File: config.mk
export PLATFORM = sky130hd
export DESIGN_NAME = icache_addr_split_pipe
export DESIGN_NICKNAME = d
export VERILOG_FILES = /design/src/rtl/icache_addr_pkg.sv /design/src/rtl/icache_addr_fields.sv /design/src/rtl/icache_addr_split_pipe.sv
export SDC_FILE = /design/constraint.sdc
export NUM_CORES = 1
export LEC_CHECK = 0
export BUFFER_PORTS_ARGS = -buffer_cell sky130_fd_sc_hd__buf_4
export CAP_MARGIN = 10
export CORE_AREA = 2 2 106 108
export CTS_CLUSTER_SIZE = 28
export DETAILED_ROUTE_END_ITERATION = 8
export DIE_AREA = 0 0 108 110
export PLACE_DENSITY = 0.81
export SLEW_MARGIN = 20
export SYNTH_ARGS = -nofsm -noshare
export SYNTH_HDL_FRONTEND = slang
export SYNTH_HIERARCHICAL = 1
export SYNTH_SLANG_ARGS = --single-unit
File: constraint.sdc
create_clock -name clk -period 4.8 [get_ports clk]
set_input_delay 0.72 -clock clk [delete_from_list [all_inputs] [get_ports clk]]
set_output_delay 0.72 -clock clk [all_outputs]
set_load 0.05 [all_outputs]
File: src/rtl/icache_addr_pkg.sv
// -----------------------------------------------------------------------------
// icache_addr_pkg
// Shared definitions for the instruction/data cache address decomposers.
//   - Default cache geometry and helper functions that derive the line-offset
//     width (L) and the tag width from it.
//   - addr_mode_e: byte-address vs block-address request format.
//   - addr_fields_t: decoded request fields for the default geometry.
// -----------------------------------------------------------------------------
package icache_addr_pkg;

  localparam int XLEN_DEF             = 32;
  localparam int SETIDXBITS_DEF       = 5;
  localparam int BLOCK_OFFSETBITS_DEF = 1;
  localparam int WORD_OFFSETBITS_DEF  = 1;
  localparam int BA_BITS_DEF          = 6;

  // Bits below the set index: byte-within-word plus word-within-block.
  function automatic int calc_line_off_bits(input int block_off_bits,
                                            input int word_off_bits);
    return block_off_bits + word_off_bits;
  endfunction

  // Everything above set index and line offset is tag.
  function automatic int calc_tag_bits(input int xlen,
                                       input int setidx_bits,
                                       input int block_off_bits,
                                       input int word_off_bits);
    return xlen - setidx_bits - calc_line_off_bits(block_off_bits, word_off_bits);
  endfunction

  localparam int TAGBITS_DEF = calc_tag_bits(XLEN_DEF, SETIDXBITS_DEF,
                                             BLOCK_OFFSETBITS_DEF,
                                             WORD_OFFSETBITS_DEF);

  typedef enum logic {
    ADDR_BYTE = 1'b0,
    ADDR_BLK  = 1'b1
  } addr_mode_e;

  typedef struct packed {
    logic [TAGBITS_DEF-1:0]          tag;
    logic [SETIDXBITS_DEF-1:0]       setid;
    logic [WORD_OFFSETBITS_DEF-1:0]  word_off;
    logic [BLOCK_OFFSETBITS_DEF-1:0] byte_off;
    logic                            same_set;
  } addr_fields_t;

endpackage

File: src/rtl/icache_addr_fields.sv
// -----------------------------------------------------------------------------
// icache_addr_fields
// Purely combinational split of a request address into tag / set index /
// word offset / byte offset. Shared between instruction and data caches.
//   addr      in   XLEN        request address
//   mode      in   addr_mode_e ADDR_BYTE: full byte address
//                              ADDR_BLK : block address in addr[BA_BITS-1:0]
//   tag       out  TAGBITS     tag (block mode: zero-extended upper block bits)
//   setid     out  SETIDXBITS  set index
//   word_off  out  WORD_OFFSETBITS   word within block (0 in block mode)
//   byte_off  out  BLOCK_OFFSETBITS  byte within word  (0 in block mode)
// -----------------------------------------------------------------------------
module icache_addr_fields
  import icache_addr_pkg::*;
#(
  parameter int  XLEN             = XLEN_DEF,
  parameter int  SETIDXBITS       = SETIDXBITS_DEF,
  parameter int  BLOCK_OFFSETBITS = BLOCK_OFFSETBITS_DEF,
  parameter int  WORD_OFFSETBITS  = WORD_OFFSETBITS_DEF,
  parameter int  BA_BITS          = BA_BITS_DEF,
  localparam int L                = calc_line_off_bits(BLOCK_OFFSETBITS, WORD_OFFSETBITS),
  localparam int TAGBITS          = calc_tag_bits(XLEN, SETIDXBITS,
                                                  BLOCK_OFFSETBITS, WORD_OFFSETBITS)
) (
  input  logic [XLEN-1:0]             addr,
  input  addr_mode_e                  mode,
  output logic [TAGBITS-1:0]          tag,
  output logic [SETIDXBITS-1:0]       setid,
  output logic [WORD_OFFSETBITS-1:0]  word_off,
  output logic [BLOCK_OFFSETBITS-1:0] byte_off
);

  // Tag bits available in block mode; none at all when the block address is
  // exactly as wide as the set index.
  logic [TAGBITS-1:0] blk_tag;

  if (BA_BITS > SETIDXBITS) begin : g_blk_tag
    assign blk_tag = TAGBITS'(addr[BA_BITS-1:SETIDXBITS]);
  end else begin : g_no_blk_tag
    assign blk_tag = '0;
  end

  // NOTE: every output gets a default first so no path through the block
  // leaves a variable unassigned; otherwise synthesis infers a latch.
  always_comb begin
    tag      = addr[XLEN-1:SETIDXBITS+L];
    setid    = addr[SETIDXBITS+L-1:L];
    word_off = addr[L-1:BLOCK_OFFSETBITS];
    byte_off = addr[BLOCK_OFFSETBITS-1:0];
    if (mode == ADDR_BLK) begin
      tag      = blk_tag;
      setid    = addr[SETIDXBITS-1:0];
      word_off = '0;
      byte_off = '0;
    end
  end

endmodule

File: src/rtl/icache_addr_split_pipe.sv
// -----------------------------------------------------------------------------
// icache_addr_split_pipe
// Front end of the instruction-cache lookup: decodes each accepted request
// address, tags it with a same-set hazard flag against the previously
// accepted request, and buffers the result in a 2-entry FIFO.
//   clk, rst        clock, asynchronous active-high reset
//   in_valid/ready  request handshake; in_ready depends only on FIFO fill
//                   and flush, never on out_ready
//   in_addr         request address (block mode uses in_addr[BA_BITS-1:0])
//   in_blk_mode     0 = byte address, 1 = block address
//   flush           synchronous clear of FIFO, hazard history and counter
//   out_valid/ready result handshake at the FIFO head
//   out_tag, out_setid, out_word_off, out_byte_off, out_same_set
//                   head entry; hold their last values while empty
//   req_cnt         saturating count of accepted requests
// -----------------------------------------------------------------------------
module icache_addr_split_pipe
  import icache_addr_pkg::*;
#(
  parameter int  XLEN             = XLEN_DEF,
  parameter int  SETIDXBITS       = SETIDXBITS_DEF,
  parameter int  BLOCK_OFFSETBITS = BLOCK_OFFSETBITS_DEF,
  parameter int  WORD_OFFSETBITS  = WORD_OFFSETBITS_DEF,
  parameter int  BA_BITS          = BA_BITS_DEF,
  parameter int  CNT_W            = 16,
  localparam int TAGBITS          = calc_tag_bits(XLEN, SETIDXBITS,
                                                  BLOCK_OFFSETBITS, WORD_OFFSETBITS)
) (
  input  logic                        clk,
  input  logic                        rst,
  input  logic                        in_valid,
  output logic                        in_ready,
  input  logic [XLEN-1:0]             in_addr,
  input  logic                        in_blk_mode,
  input  logic                        flush,
  output logic                        out_valid,
  input  logic                        out_ready,
  output logic [TAGBITS-1:0]          out_tag,
  output logic [SETIDXBITS-1:0]       out_setid,
  output logic [WORD_OFFSETBITS-1:0]  out_word_off,
  output logic [BLOCK_OFFSETBITS-1:0] out_byte_off,
  output logic                        out_same_set,
  output logic [CNT_W-1:0]            req_cnt
);

  // FIFO entry: decoded fields for this geometry plus the hazard flag.
  typedef struct packed {
    logic [TAGBITS-1:0]          tag;
    logic [SETIDXBITS-1:0]       setid;
    logic [WORD_OFFSETBITS-1:0]  word_off;
    logic [BLOCK_OFFSETBITS-1:0] byte_off;
    logic                        same_set;
  } entry_t;

  localparam int DEPTH = 2;

  // ---------------------------------------------------------------------------
  // Decode
  // ---------------------------------------------------------------------------
  addr_mode_e                  mode;
  logic [TAGBITS-1:0]          dec_tag;
  logic [SETIDXBITS-1:0]       dec_setid;
  logic [WORD_OFFSETBITS-1:0]  dec_word_off;
  logic [BLOCK_OFFSETBITS-1:0] dec_byte_off;

  assign mode = addr_mode_e'(in_blk_mode);

  icache_addr_fields #(
    .XLEN             (XLEN),
    .SETIDXBITS       (SETIDXBITS),
    .BLOCK_OFFSETBITS (BLOCK_OFFSETBITS),
    .WORD_OFFSETBITS  (WORD_OFFSETBITS),
    .BA_BITS          (BA_BITS)
  ) u_fields (
    .addr     (in_addr),
    .mode     (mode),
    .tag      (dec_tag),
    .setid    (dec_setid),
    .word_off (dec_word_off),
    .byte_off (dec_byte_off)
  );

  // ---------------------------------------------------------------------------
  // State
  // ---------------------------------------------------------------------------
  entry_t                  mem_q [DEPTH];
  entry_t                  mem_d [DEPTH];
  logic                    wr_ptr_q, wr_ptr_d;
  logic                    rd_ptr_q, rd_ptr_d;
  logic [1:0]              cnt_q, cnt_d;
  logic                    hist_valid_q, hist_valid_d;
  logic [SETIDXBITS-1:0]   hist_setid_q, hist_setid_d;
  logic [CNT_W-1:0]        req_cnt_q, req_cnt_d;
  // Last entry shown at the head, so outputs hold once the FIFO drains.
  entry_t                  last_q, last_d;

  entry_t push_entry;
  entry_t head;
  logic   accept;
  logic   pop;

  assign in_ready  = (cnt_q < 2'(DEPTH)) && !flush;
  assign out_valid = (cnt_q != 2'd0);
  assign accept    = in_valid && in_ready;
  // A pop offered during flush is ignored: the entries are discarded anyway.
  assign pop       = out_valid && out_ready && !flush;
  assign head      = mem_q[rd_ptr_q];

  always_comb begin
    push_entry.tag      = dec_tag;
    push_entry.setid    = dec_setid;
    push_entry.word_off = dec_word_off;
    push_entry.byte_off = dec_byte_off;
    push_entry.same_set = hist_valid_q && (dec_setid == hist_setid_q);
  end

  always_comb begin
    mem_d        = mem_q;
    wr_ptr_d     = wr_ptr_q;
    rd_ptr_d     = rd_ptr_q;
    cnt_d        = cnt_q;
    hist_valid_d = hist_valid_q;
    hist_setid_d = hist_setid_q;
    req_cnt_d    = req_cnt_q;
    last_d       = last_q;

    if (flush) begin
      wr_ptr_d     = 1'b0;
      rd_ptr_d     = 1'b0;
      cnt_d        = 2'd0;
      hist_valid_d = 1'b0;
      req_cnt_d    = '0;
      if (out_valid) last_d = head;
    end else begin
      if (accept) begin
        mem_d[wr_ptr_q] = push_entry;
        wr_ptr_d        = ~wr_ptr_q;
        hist_valid_d    = 1'b1;
        hist_setid_d    = dec_setid;
        if (req_cnt_q != '1) req_cnt_d = req_cnt_q + CNT_W'(1);
      end
      if (pop) begin
        rd_ptr_d = ~rd_ptr_q;
        last_d   = head;
      end
      unique case ({accept, pop})
        2'b10:   cnt_d = cnt_q + 2'd1;
        2'b01:   cnt_d = cnt_q - 2'd1;
        default: cnt_d = cnt_q;   // idle, or push+pop keeps the fill level
      endcase
    end
  end

  // NOTE: the storage array is reset along with the control state; at two
  // entries this is cheap and keeps the outputs at a defined zero after reset.
  // NOTE: sequential state uses non-blocking assignment so every flop samples
  // its _d value from before the edge, independent of statement order.
  always_ff @(posedge clk or posedge rst) begin
    if (rst) begin
      for (int i = 0; i < DEPTH; i++) mem_q[i] <= '0;
      wr_ptr_q     <= 1'b0;
      rd_ptr_q     <= 1'b0;
      cnt_q        <= 2'd0;
      hist_valid_q <= 1'b0;
      hist_setid_q <= '0;
      req_cnt_q    <= '0;
      last_q       <= '0;
    end else begin
      mem_q        <= mem_d;
      wr_ptr_q     <= wr_ptr_d;
      rd_ptr_q     <= rd_ptr_d;
      cnt_q        <= cnt_d;
      hist_valid_q <= hist_valid_d;
      hist_setid_q <= hist_setid_d;
      req_cnt_q    <= req_cnt_d;
      last_q       <= last_d;
    end
  end

  // ---------------------------------------------------------------------------
  // Outputs
  // ---------------------------------------------------------------------------
  entry_t shown;
  assign shown        = out_valid ? head : last_q;
  assign out_tag      = shown.tag;
  assign out_setid    = shown.setid;
  assign out_word_off = shown.word_off;
  assign out_byte_off = shown.byte_off;
  assign out_same_set = shown.same_set;
  assign req_cnt      = req_cnt_q;

endmodule
Word level (Yosys, flattened, before mapping)

Index checks and enable logic that the tools add are counted.
W data, S select, Z words.

Bitwise logic cells: 5
Add/subtract/negate cells: 3
Magnitude comparators: 4
Muxes and demuxes: 24
Reductions and logical operators: 14
Equality and inequality tests: 4

Operator list:

| operator                | number |
|---|---|
| $mux W33                | 7 |
| $bwmux W66              | 1 |
| $mux W16                | 3 |
| $demux W33 S1           | 1 |
| $mux W25                | 1 |
| $add A16 B1 Y16 const B | 1 |
| $ne A16 B16 Y1 const B  | 1 |
| $mux W1                 | 8 |
| $reduce_bool A2 Y1      | 4 |
| $logic_and A1 B1 Y1     | 6 |
| $eq A5 B5 Y1            | 1 |
| $mux W5                 | 1 |
| $ge A2 B2 Y1 const B    | 2 |
| $not A1 Y2              | 2 |
| $pmux W2 S2             | 1 |
| $reduce_and A2 Y1       | 2 |
| $not A1 Y1              | 3 |
| $reduce_bool A3 Y1      | 1 |
| $add A2 B1 Y2 const B   | 1 |
| $eq A2 B1 Y1 const B    | 1 |
| $eq A2 B2 Y1 const B    | 1 |
| $lt A2 B1 Y1 const B    | 1 |
| $lt A2 B2 Y1 const B    | 1 |
| $mux W2                 | 1 |
| 2 further kinds         | 2 |

Input port bits: 38
Logic and storage cells: 75
Output and inout bits: 51
Bits in registers: 125

Logic depth before layout (Yosys ltp)

Depth after elaboration: 6
Depth in mapped cells: 8
Gate-level depth less buffers: 5

Hierarchy

The synthesis kept the hierarchy.

By module, submodules not included:

| module                 | times used | sequential area each (um^2) | cells each | area an instance (um^2) |
|---|---|---|---|---|
| icache_addr_split_pipe | 1          | 3,128.0                     | 574        | 5,723.0 |
| icache_addr_fields     | 1          | 0.0                         | 35         | 266.5 |

Least setup slack after synthesis

Ideal clock, no wire load.

Kind: register to output
Start: register cnt_q[1]
End: output port out_byte_off
Setup slack: 1.704 ns
Arrival time: 2.376 ns
Buffers on the path: 4
Cell stages (with the launch flop): 7
Required time: 4.080 ns
Cells stage by stage: dfrtp_1 > buf_2 > or2_2 > clkbuf_1 > clkbuf_1 > buf_1 > a21oi_1

Cells in the longest elaborated chain, start to end: 2

Ends and longest elaborated chain:

| what                   | RTL line                      | text |
|---|---|---|
| start, declared        | icache_addr_split_pipe.sv:90  | `logic [1:0] cnt_q, cnt_d;` |
| start signal, assigned | icache_addr_split_pipe.sv:172 | `cnt_q <= cnt_d;` |
| $reduce_bool A2 Y1     | icache_addr_split_pipe.sv:103 | `assign out_valid = (cnt_q != 2'd0);` |
| via out_valid          | icache_addr_split_pipe.sv:36  | `output logic out_valid,` |
| $mux W33               | n/a                           |  |
| end, declared          | icache_addr_split_pipe.sv:41  | `output logic [BLOCK_OFFSETBITS-1:0] out_byte_off,` |

The timed path passes the listed nets, and every way through them passes these cells.

Final worst setup path

Start: register rd_ptr_q
End: output port out_setid[3]

Cells in the longest elaborated chain, start to end: 5

Ends and longest elaborated chain:

| what                                         | RTL line                      | text |
|---|---|---|
| start, declared                              | icache_addr_split_pipe.sv:89  | `logic rd_ptr_q, rd_ptr_d;` |
| start signal, assigned                       | icache_addr_split_pipe.sv:171 | `rd_ptr_q <= rd_ptr_d;` |
| $not A1 Y2 (implied by the code)             | icache_addr_split_pipe.sv:107 | `assign head = mem_q[rd_ptr_q];` |
| $mux W33 (implied by the code) (3 in series) | icache_addr_split_pipe.sv:107 |  |
| $mux W33                                     | n/a                           |  |
| end, declared                                | icache_addr_split_pipe.sv:39  | `output logic [SETIDXBITS-1:0] out_setid,` |

No other way between the ends. The select of a mux whose other input is x is not followed.

==> flow_summary.yaml <==
clock_tree:
  hold_buffers: 0
  clockRootBuffer: "clkbuf_8"
  clkTransAtPathRegs_ns: 0.06
  postCtsSetupRepairBufs: 0
  clockBufferDepth: 2
  insertion_delay_ns: 0.52
  cts.sink_count: 125
  cts_tree: "done"
  cts_inserted_buffers: 17
  cts_resized: 0
  htree_levels: 4
cells_and_area:
  final_cells: 838
  fin_nets: 725
  n_fill_cell: 819
  area_growth_pct: 21.96
  drive_gt1_share_pct: 25.64
  final_cell_area_sq_um: 7305
  multi_input_area_sq_um: 2689
  final-seq-area_sq_um: 3129
  insertedDiodeCount: 0
setup_path:
  slowest_stage: "dfrtp_2"
  crit_type: "reg2out"
  crit_fanout: 34
  r2r_setup_slack_ns: 2.66
  start_kind: "flop"
  r2r-start: "cnt_q[1]"
  crit_path_end_kind: "output port"
  cp_data_required_time_ns: 4.08
  crit_path_cell_trace: "mux2i_1 > a21oi_1 > buf_4"
  r2r_cells: 4
  cp.arrival_ns: 2.37
  critPathMaxStageDelay_ns: 1.06
  regToRegEndpoint: "mem_q[48]"
detailed_routing:
  firstDrtPassIters: 5
  drt-initial-drc-count: 320
  ant_nets: 0
  wirelength_mm: 13.44
  wl_per_cell_microns: 16.04
  viasPerCell: 5.517
  drc_errors: 0
  vias: 4623
power:
  ir_drop_mv: 0.2536
  powerDensity_nw_per_um2: 492.2
  p_leak_nw: 3.438
die:
  die_w_microns: 108
  die_y_microns: 110
  ios: 89
  die_area_sq_um: 11880
  rows: 38
  coreArea_sq_um: 10700
  initial_utilization_pct: 55.99
yosys:
  yosys.area_share.simple_pct: 20.08
  synth_fa_ha_area_share_pct: 0.2089
  netlist_area_sq_um: 5989
  synth-seq-area-share_pct: 52.22
  avgSynthCellArea_sq_um: 9.835
  synth_edf_count: 0
  synth_top_family_by_area: "simple AND/OR/NAND/NOR gates"
  synth.area.mux_share_pct: 14.58
  ys_async_sr_fraction_pct: 100.0
  ys.warnings.count: 6
  synth_cell_types: 46
  synth_fp_nets: 648
  synthXorXnorAreaFrac_pct: 1.024
  netlist_instances: 609
  ys.flop_type: "dfrtp_1"
  ys_ff_latch: 125
  synth_compound_area_share_pct: 8.711
timing:
  worstMarginPinSlew_ns: 1.083
  slew_violations: 0
  tns_ns: 0
  finClkSkew_ns: 0.01459
  rsz0062_at_grt: "no"
  final-setup-viol-count: 0
  relSlewSlack_pct: 27.79
  finalCritPeriodShare_pct: 64.36
  hold_ws_ns: 0.3469
  timing.fmax_ghz: 0.3237
  fin_crit_ns: 3.089
  report.final.hold_viol_count: 0
global_route:
  grt_max_degree: 70
  grt_overflow: 0
  grt_pass1_vias: 4636
  grt_pass1_wl_mm: 21.87
  antenna_found_initial: 0
  grt_usage_pct: 24.01
run:
  cap_viol_max_count: 0
placed_design:
  dp_cells: 807
  place_area_sq_um: 6731
  dp_hpwl_mm: 8.586
  place_congestion: 0.7859
  io_buffer_count: 88
min_path:
  hold_class: "in2async"
outcome:
  status: "finished, final reports clean"
## state kept, by name, indices dropped and copies added (netlist names)
register / flops
hist_valid_q: 1
rd_ptr_q: 1
req_cnt: 16
cnt_q: 2
last_q: 33
mem_q: 66
hist_setid_q: 5
wr_ptr_q: 1
## critical path, delay by kind of cell (launching register included)
family          cells  cell delay [ns]
flops               1             1.06
compound gates      1             0.27
buf+inv             1             0.24
mux                 1             0.24
## kinds of logic (layout without fill, tap and decap cells)
logic type,after synthesis,after routing
simple gates,258,258
flops,125,125
compound gates,95,95
mux,80,80
buf+inv,43,132
xor+xnor,7,7
fa+ha+maj,1,1
## synth_stat cells, drive strengths merged, types with 2 or more instances
cell / instances / area [sq um]
nand4: 3 / 33.78
nand2: 139 / 521.8
clkbuf: 14 / 52.55
nor3: 5 / 30.03
nand4b: 2 / 17.52
nor4: 6 / 58.80
nor2: 47 / 176.4
inv: 6 / 22.52
o21ai: 41 / 205.2
a21oi: 43 / 215.2
or3: 3 / 20.02
mux2i: 34 / 340.3
nand3: 6 / 30.03
or4: 4 / 30.03
xnor2: 2 / 17.52
or2: 2 / 12.51
nor2b: 31 / 193.9
xor2: 5 / 43.79
dfrtp: 125 / 3128
mux2: 46 / 533.0
and2: 2 / 12.52
o31ai: 3 / 22.52
nand2b: 2 / 12.51
o41ai: 2 / 17.52
buf: 23 / 115.1
nor3b: 3 / 27.52
## power by group
group	internal (mW)	total [mW]	leakage, nW	switching, mW
Sequential	1.27	1.41	1.63	0.137
Clock	0.812	1.24	0.279	0.433
Combinational	0.330	0.944	1.53	0.614
## metal layers
metal  routed length, microns  global-route usage [%]  vias to the layer above
li1                         -                       -                     2216
met1                     5674                   29.12                     2249
met2                     6897                   41.51                      132
met3                      639                   6.820                       26
met4                      233                   8.059                        0
met5                        0                       0                        -
## final cells by class
class	instances	area share [%]
clock buffer	24	6.304
inverter	6	0.3426
timing repair buffer	95	9.764
sequential	125	42.84
tap	140	2.398
multi-input combinational	441	36.81
clock inverter	7	1.542
## cell usage in the layout, fill, tap and decap left out, drive strengths merged, types with 3 or more instances in the layout
master and count:
buf 95, nor2b 31, bufinv 3, a21oi 43, o31ai 3, mux2i 34
nand4 3, clkbuf 24, nand2 139, mux2 46, o21ai 41, xor2 5
dfrtp 125, nor3 5, or3 3, clkinv 3, nor2 47, inv 6
nor4 6, nand3 6, nor3b 3, or4 4
## per-stage QoR
step / power, mW / utilization [%] / worst slack [ns]
6_report: 3.595 / 68.28 / 1.711
5_1_grt: 3.772 / 68.28 / 1.606
4_1_cts: 3.617 / 68.28 / 1.710
3_5_place_dp: 2.361 / 62.92 / 2.270
3_3_place_gp: 2.322 / 62.92 / 2.268
2_1_floorplan: 2.082 / - / 0.7524
## how the worst max path moves through the flow
stage,cells after the start,from,end
after floorplan,1,rst,cnt_q[0]
after global placement,3,rd_ptr_q,out_tag[5]
after detailed placement,3,rd_ptr_q,out_tag[5]
after CTS,3,rd_ptr_q,out_tag[5]
after global routing,3,rd_ptr_q,out_tag[13]
final,3,rd_ptr_q,out_setid[3]
Note: power is estimated with default switching activity, not from simulation.
